**src/rtl/sipo_deserializer.sv**
```systemverilog
// Serial-to-parallel receiver: collects qualified serial bits into WIDTH-bit words and
// presents them through a double-buffered valid/ready output. Define PARITY_CHECK_EN for even-parity checking.
module sipo_deserializer #(
   parameter int WIDTH     = 8,
   parameter int MSB_FIRST = 1
) (
   input  logic             clk,
   input  logic             rst,
   input  logic             clr,
   input  logic             sin,
   input  logic             sin_valid,
   output logic [WIDTH-1:0] pout,
   output logic             pout_valid,
   input  logic             pout_ready,
   output logic             busy,
   output logic             overrun,
   output logic             parity_err
);

`ifdef PARITY_CHECK_EN
   localparam int FRAME = WIDTH + 1;
`else
   localparam int FRAME = WIDTH;
`endif
   localparam int CW = $clog2(FRAME);
   localparam logic [CW-1:0] LAST_CNT = CW'(FRAME - 1);

   logic [WIDTH-1:0] sh_reg, sh_next;
   logic [CW-1:0]    cnt_reg, cnt_next;
   logic [WIDTH-1:0] pout_reg, pout_next;
   logic             pv_reg, pv_next;
   logic             ov_reg, ov_next;
   logic             busy_reg;
   logic [WIDTH-1:0] sh_shift;
   logic [WIDTH-1:0] word;
   logic             complete;

   generate
      if (MSB_FIRST != 0) begin : g_msb_first
         assign sh_shift = {sh_reg[WIDTH-2:0], sin};
      end else begin : g_lsb_first
         assign sh_shift = {sin, sh_reg[WIDTH-1:1]};
      end
   endgenerate

`ifdef PARITY_CHECK_EN
   // The final frame bit is parity only; the data bits are already all in sh_reg.
   assign word = sh_reg;
`else
   assign word = sh_shift;
`endif

   always_comb begin
      sh_next   = sh_reg;
      cnt_next  = cnt_reg;
      pout_next = pout_reg;
      pv_next   = pv_reg;
      ov_next   = ov_reg;
      complete  = 1'b0;
      if (sin_valid) begin
         if (cnt_reg == LAST_CNT) begin
            cnt_next = '0;
            complete = 1'b1;
         end else begin
            cnt_next = cnt_reg + 1'b1;
            sh_next  = sh_shift;
         end
      end
      if (complete) begin
         if (!pv_reg || pout_ready) begin
            pout_next = word;
            pv_next   = 1'b1;
         end else begin
            ov_next = 1'b1;
         end
      end else if (pv_reg && pout_ready) begin
         pv_next = 1'b0;
      end
   end

   always_ff @(posedge clk or negedge rst) begin
      if (!rst) begin
         sh_reg   <= '0;
         cnt_reg  <= '0;
         pout_reg <= '0;
         pv_reg   <= 1'b0;
         ov_reg   <= 1'b0;
         busy_reg <= 1'b0;
      end else if (clr) begin
         sh_reg   <= '0;
         cnt_reg  <= '0;
         pout_reg <= '0;
         pv_reg   <= 1'b0;
         ov_reg   <= 1'b0;
         busy_reg <= 1'b0;
      end else begin
         sh_reg   <= sh_next;
         cnt_reg  <= cnt_next;
         pout_reg <= pout_next;
         pv_reg   <= pv_next;
         ov_reg   <= ov_next;
         busy_reg <= (cnt_next != '0);
      end
   end

`ifdef PARITY_CHECK_EN
   logic pe_reg, pe_next;

   // Status follows the word in pout: loaded with it, cleared when it is consumed.
   always_comb begin
      pe_next = pe_reg;
      if (complete) begin
         if (!pv_reg || pout_ready) begin
            pe_next = (^sh_reg) ^ sin;
         end
      end else if (pv_reg && pout_ready) begin
         pe_next = 1'b0;
      end
   end

   always_ff @(posedge clk or negedge rst) begin
      if (!rst) begin
         pe_reg <= 1'b0;
      end else if (clr) begin
         pe_reg <= 1'b0;
      end else begin
         pe_reg <= pe_next;
      end
   end

   assign parity_err = pe_reg;
`else
   assign parity_err = 1'b0;
`endif

   assign pout       = pout_reg;
   assign pout_valid = pv_reg;
   assign overrun    = ov_reg;
   assign busy       = busy_reg;

endmodule

```
**config.mk**
```make
export PLATFORM = sky130hd
export DESIGN_NAME = sipo_deserializer
export DESIGN_NICKNAME = d
export VERILOG_FILES = /design/src/rtl/sipo_deserializer.sv
export SDC_FILE = /design/constraint.sdc
export NUM_CORES = 1
export LEC_CHECK = 0
export BUFFER_PORTS_ARGS = -buffer_cell sky130_fd_sc_hd__buf_2
export CAP_MARGIN = 20
export CORE_MARGIN = 1.5
export CORE_UTILIZATION = 56
export CTS_CLUSTER_DIAMETER = 80
export CTS_CLUSTER_SIZE = 12
export DETAILED_ROUTE_END_ITERATION = 6
export PLACE_DENSITY_LB_ADDON = 0.12
export SYNTH_ARGS = -nofsm -noshare
export SYNTH_HDL_FRONTEND = slang
export SYNTH_SLANG_ARGS = --single-unit
```
**constraint.sdc**
```tcl
create_clock -name clk -period 2.7 [get_ports clk]
set_clock_uncertainty 0.2 [all_clocks]
set_input_delay 0.135 -clock clk [delete_from_list [all_inputs] [get_ports clk]]
set_output_delay 0.135 -clock clk [all_outputs]
set_load 0.02 [all_outputs]
```
==> out/metrics.yaml, run 1 <==
clock_tree:
  htree_levels: 1
  cts.root.buffer_cell: "clkbuf_4"
  clk_pin_slew_ns: 0.11
  tritoncts: "built"
  cts.sinks: 21
  clk-insertion-delay-late_ns: 0.29
  cts-buffers-inserted: 3
  clockBufferDepth: 2
cells_and_area:
  finalInstanceArea_um2: 1010
  final_common_cell: "dfrtp_1"
  drive_gt1_share_pct: 18.5
  mostFrequentLayoutCells: "dfrtp_1 (21), a21oi_1 (17), buf_2 (16)"
  antennaDiodeCount: 0
  utilization_pct: 66.6
  nets: 117
  largest_reg_flops: 8
  area.growth.synth_to_final_pct: 10.6
sta:
  finalCritPeriodShare_pct: 64.3
  setup_viol: 0
  period_minus_slack_ns: 1.74
  fin_tns_setup_ns: 0
  max_slew.worst_pin.slew_ns: 0.511
  relSlewSlack_pct: 65.8
  worst_slack_ns: 0.963
  slew_violations: 0
  hold_violations: 0
  fmax_mhz: 576
  rsz0062_at_grt: "false"
run:
  drv_cap: 0
global_route:
  grt_usage_pct: 19.1
  grt_pass1_wl_um: 2670
  overflow: 0
  antenna_found_initial: 0
  grt_pass1_vias: 624
  grt_max_degree: 22
drt:
  drc_errors: 0
  drt_iter0_drc: 29
  wl_um: 1510
  drtAntennaViolNets: 0
  num_vias: 693
  dr.pass1.iters: 4
  vias_per_cell: 5.59
  wl_per_cell_um: 12.1
worst_setup_path:
  worstSetupPathType: "flop to flop"
  cp.required_ns: 2.69
  cp_max_fo: 8
  endpoint_kind: "flop"
  critPathLaunchType: "flop"
  worst-r2r-setup-slack_ns: 0.96
  crit_arrival_ns: 1.72
logic_synthesis:
  synth_area_um2: 917
  ys_warn_count: 0
  yosys.cell_types.count: 19
  synth_seq_area_share_pct: 57.3
  ys_ff_latch: 21
  avgSynthCellArea_um2: 9.76
  synthCells: 94
  synth_nets: 102
outcome:
  status: "finished clean"
die:
  io_pins: 18
  start_util_pct: 60.2
  core-area_um2: 1520
  die_w_um: 43.5
  die_area_um2: 1890
  core.rowCount: 14
  die_h_um: 43.5
pwr:
  power.total_uw: 506
  ir_worst_vdd_v: 0.000331
  power_density_nw_per_um2: 499
  p_leak_nw: 0.499
place:
  hpwl_um: 1030
  dp_slack_ns: 0.990
  place_area_um2: 968
  port_buffers: 16
  place_congestion: 0.744
worst_hold_path:
  hp-class: "input pin to flop"
==> through the flow <==
stage,instances,hold WS (ns)
2_1_floorplan,94,-0.361
3_3_place_gp,118,-0.0953
3_5_place_dp,118,-0.0899
4_1_cts,124,0.0128
5_1_grt,124,0.0376
6_report,124,0.0224
==> final timing paths <==
check / end / startpoint / cells after the start
min in group asynchronous: pout_valid / rst / 2
worst max register to register: busy / cnt_reg[0] / 5
worst min-delay path: cnt_reg[2] / sin_valid / 3
worst max-delay path: busy / cnt_reg[0] / 5
worst min register to register: overrun / overrun / 2
max in group asynchronous: sh_reg[0] / rst / 2
==> cell families after synthesis <==
logic type	share of synthesized area (%)
AND/OR/NAND/NOR	17.5
other	0.409
AO/OA/AOI/OAI	14.6
buffers and inverters	5.32
adder cells (fa/ha/maj)	2.73
flip-flops	57.3
multiplexers	2.18
==> Yosys cell counts <==
library cell	n	area, µm²
nand2b_1	2	12.5
buf_4	1	7.51
nor2b_4	1	13.8
nor2b_1	1	6.26
mux2i_1	2	20.0
o21ai_1	1	5.00
a22o_1	1	8.76
or3_1	1	6.26
nand3_1	8	40.0
a21oi_1	17	85.1
dfrtp_1	21	526
ha_1	2	25.0
o21ai_0	7	35.0
nand2_1	15	56.3
and2_1	1	6.26
conb_1	1	3.75
clkbuf_1	5	18.8
nor2_1	5	18.8
buf_6	2	22.5
==> where the power goes <==
part	total, mW	internal, mW	leakage [nW]	switching, mW
sequential	0.324	0.321	0.290	0.00338
clock	0.144	0.0575	0.0150	0.0864
combinational	0.0385	0.0135	0.194	0.0250
total	0.506	0.391	0.499	0.115
==> worst max-delay path: stages, from the launching register on <==
cell	delay (ns)
dfrtp_1	0.39
ha_1	0.16
ha_1	0.23
nor2b_4	0.09
a22o_1	0.22
or3_1	0.34
==> layout make-up <==
class | instances | area (µm²)
fill | 122 | 509
sequential | 21 | 526
timing repair buffer | 18 | 100
multi-input combinational | 65 | 343
tap | 16 | 20.0
clock buffer | 4 | 26.3
==> layer usage <==
layer	part of all wire [%]	wire, µm	global-route usage (%)
met4	0.60	9	10.9
met2	48	716	29.9
met3	6.2	94	2.50
met5	0	0	0
met1	46	687	25.6
==> what timing repair did <==
item | in CTS | in global routing
hold buffers | 2 | 0
buffers inserted | 0 | 0
gates resized for setup | 0 | 0
endpoints found under the hold margin | 23 | 0
No activity file was read; power rests on OpenSTA's default activity.
==> run 2, diff against run 1 <==
ABC_AREA = 1   (was unset)
CORE_UTILIZATION = 47   (was 56)
clock period = 1.4 ns   (was 2.7 ns; I/O delays follow)
==> run 2 against run 1 <==
Against the previous run: the run now ends with negative setup slack left; non-clock buffer count grew 7; first-iteration DRC count shrank 41%; clock-buffer cell count is the same; core utilization shrank 1.1 points; clock power grew 110%; final cell count grew 36%; flip-flop and latch count is the same; critical path depth grew 3; global-route usage shrank 0.53 points; synthesized area grew 2.9%; worst hold slack gained 0.020 ns; critical path type unchanged; largest power group unchanged; highest routed layer unchanged.
==> out/metrics.yaml, run 2 <==
logic_synthesis:
  ys_warn_count: 0  # unchanged
  synth_top_area_cell: "dfrtp_1"
  ys_ff_latch: 21  # unchanged
  synth.area.top_cells: "dfrtp_1 (56%), nand2_1 (13%), inv_1 (8.4%)"
  synth_top_area_share_pct: 55.7  # -1.6 points
  avgSynthCellArea_um2: 8.20  # -16%
  synth_nets: 123  # +21%
  synth_most_common_cell: "nand2_1"
  synth_seq_area_share_pct: 55.7  # -1.6 points
  ys.flop_type: "dfrtp_1"
  synth-async-reset-ratio_pct: 100  # unchanged
  yosys.cell_types.count: 15  # -4
  synth_area_um2: 943  # +2.9%
  synth_edf_count: 0  # unchanged
  synthCells: 115  # +22%
  yosys-top-cells-count: "nand2_1 (33), dfrtp_1 (21), inv_1 (21)"
worst_setup_path:
  worst_path_dominant_cell_family: "flip-flops"
  worstSetupPathType: "flop to flop"
  crit_arrival_ns: 1.46  # -0.26 ns
  path_cells: "ha_2 > ha_4 > nand2_4 > inv_4 > nand2_8 > inv_8 > nand2_2 > nand2_2"
  critPathBufInv: 2  # +2
  endpoint_kind: "flop"
  cpMaxStageDelayCell: "dfrtp_1"
  cp_max_fo: 8  # unchanged
  critPathLaunchType: "flop"
  cp.required_ns: 1.42  # -1.27 ns
  max_stage_delay_ns: 0.41  # +0.02 ns
  cp_common_cell: "nand2_2"
global_route:
  grt_pass1_wl_um: 2950  # +11%
  antenna_found_initial: 0  # unchanged
  overflow: 0  # unchanged
  grt_max_degree: 22  # unchanged
  grt_usage_pct: 18.5  # -0.53 points
  grt_pass1_vias: 717  # +15%
die:
  core-area_um2: 1920  # +26%
  die_area_um2: 2280  # +21%
  core.rowCount: 16  # +2
  io_pins: 18  # unchanged
  die_h_um: 47.8  # +10%
  die_w_um: 47.8  # +10%
  start_util_pct: 49.1  # -11 points
sta:
  hold_violations: 0  # unchanged
  period_minus_slack_ns: 1.44  # -0.296 ns
  slew_violations: 0  # unchanged
  fmax_mhz: 694  # +21%
  finalCritPeriodShare_pct: 103  # +39 points
  holdWs_ns: 0.0420  # +0.0196 ns
  worst_slack_ns: -0.0406  # -1.00 ns
  setup_viol: 13  # +13
  rsz0062_at_grt: "true"
drt:
  wl_um: 1920  # +27%
  drt_iter0_drc: 17  # -41%
  drtAntennaViolNets: 0  # unchanged
  wl_per_cell_um: 11.3  # -6.7%
  vias_per_cell: 4.73  # -15%
  num_vias: 799  # +15%
  dr.pass1.iters: 4  # unchanged
  drc_errors: 0  # unchanged
outcome:
  violations: "negative setup slack"
  status: "finished, violations left"
clock_tree:
  cts-buffers-inserted: 3  # unchanged
  tritoncts: "built"
  cts.sinks: 21  # unchanged
  cts.root.buffer_cell: "clkbuf_4"
  htree_levels: 1  # unchanged
  clk_pin_slew_ns: 0.12  # about the same
  clockBufferDepth: 2  # unchanged
  clk-insertion-delay-late_ns: 0.31  # +0.02 ns
cells_and_area:
  largest_reg_flops: 8  # unchanged
  nets: 151  # +29%
  final_common_cell: "dfrtp_1"
  fin_cells: 169  # +36%
  finalInstanceArea_um2: 1260  # +24%
  antennaDiodeCount: 0  # unchanged
  mostFrequentLayoutCells: "dfrtp_1 (21), nand2_1 (20), inv_1 (16), buf_2 (16), nand2_2 (13)"
  area.growth.synth_to_final_pct: 33.4
  drive_gt1_share_pct: 37.3  # +19 points
  fillerInstances: 169  # +39%
place:
  dpl.cell_count: 158  # +34%
  place_congestion: 0.803  # +8.0%
  port_buffers: 16  # unchanged
  place_area_um2: 1080  # +11%
  hpwl_um: 1280  # +24%
  dp_slack_ns: -0.0637  # -1.05 ns
run:
  drv_cap: 0  # unchanged
pwr:
  ir_worst_vdd_v: 0.000559  # +69%
  power_density_nw_per_um2: 849  # +70%
  p_leak_nw: 0.685  # +37%
worst_hold_path:
  hp-class: "input pin to async pin"
## run 2: where the power goes
part / internal [mW] / switching (mW) / total, mW
clock: 0.111 / 0.192 / 0.303
sequential: 0.621 / 0.00726 / 0.628
combinational: 0.0528 / 0.0842 / 0.137
total: 0.785 / 0.283 / 1.07
## run 2: worst register-to-register path: stages (launching register included)
cell and delay, ns:
dfrtp_1 0.41, ha_2 0.20, ha_4 0.18, nand2_4 0.07, inv_4 0.05, nand2_8 0.08, inv_8 0.05, nand2_2 0.06
nand2_2 0.05
## run 2: kinds of logic (layout without fill, tap and decap cells)
logic type | count (synthesis) | in the layout | share of synthesized area, %
AOI/OAI and AO/OA | 11 | 11 | 6.23
adders and majority gates | 2 | 2 | 2.65
buffers and inverters | 26 | 52 | 11.0
DFF | 21 | 21 | 55.7
other | 1 | 1 | 0.397
and+or+nand+nor | 54 | 55 | 24.0
## run 2: through the flow
stage	util, %	power, mW	setup TNS (ns)
2_1_floorplan	-	0.700	0
3_3_place_gp	56.2	0.739	-0.313
3_5_place_dp	56.2	0.744	-0.689
4_1_cts	61.1	1.05	-0.752
5_1_grt	65.5	1.12	-1.20
6_report	65.5	1.07	-0.297
## run 2: final cells by class
type	instances	area (µm²)	share of cell area, %
sequential	21	526	41.7
timing repair buffer	25	160	12.7
multi-input combinational	69	412	32.7
inverter	23	101	8.05
clock buffer	4	26.3	2.09
tap	27	33.8	2.68
## run 2: per-layer routing
metal	wire length (µm)	share of wire, %	GRT usage [%]
met3	78	4.1	3.40
met2	972	51	29.9
met5	0	0	0
met1	827	43	25.1
met4	37	1.9	6.49
## run 2: final timing paths
kind / start / endpoint / slack [ns] / cells after the start
min reg2reg: overrun / overrun / 0.31 / 2
max: cnt_reg[1] / pout[0] / -0.04 / 8
max reg2reg: cnt_reg[1] / pout[0] / -0.04 / 8
min in group clk: overrun / overrun / 0.31 / 2
min: rst / overrun / 0.04 / 2
max in group asynchronous: rst / cnt_reg[2] / 0.65 / 2
## run 2: timing repair
action | 4_1_cts | 5_1_grt
hold endpoints to repair | 32 | 0
hold buffers | 5 | 0
gates cloned | 1 | 0
resized for setup | 2 | 36
endpoints found under the setup margin | 16 | 19
buffers inserted | 1 | 0
pin swaps | 1 | 4
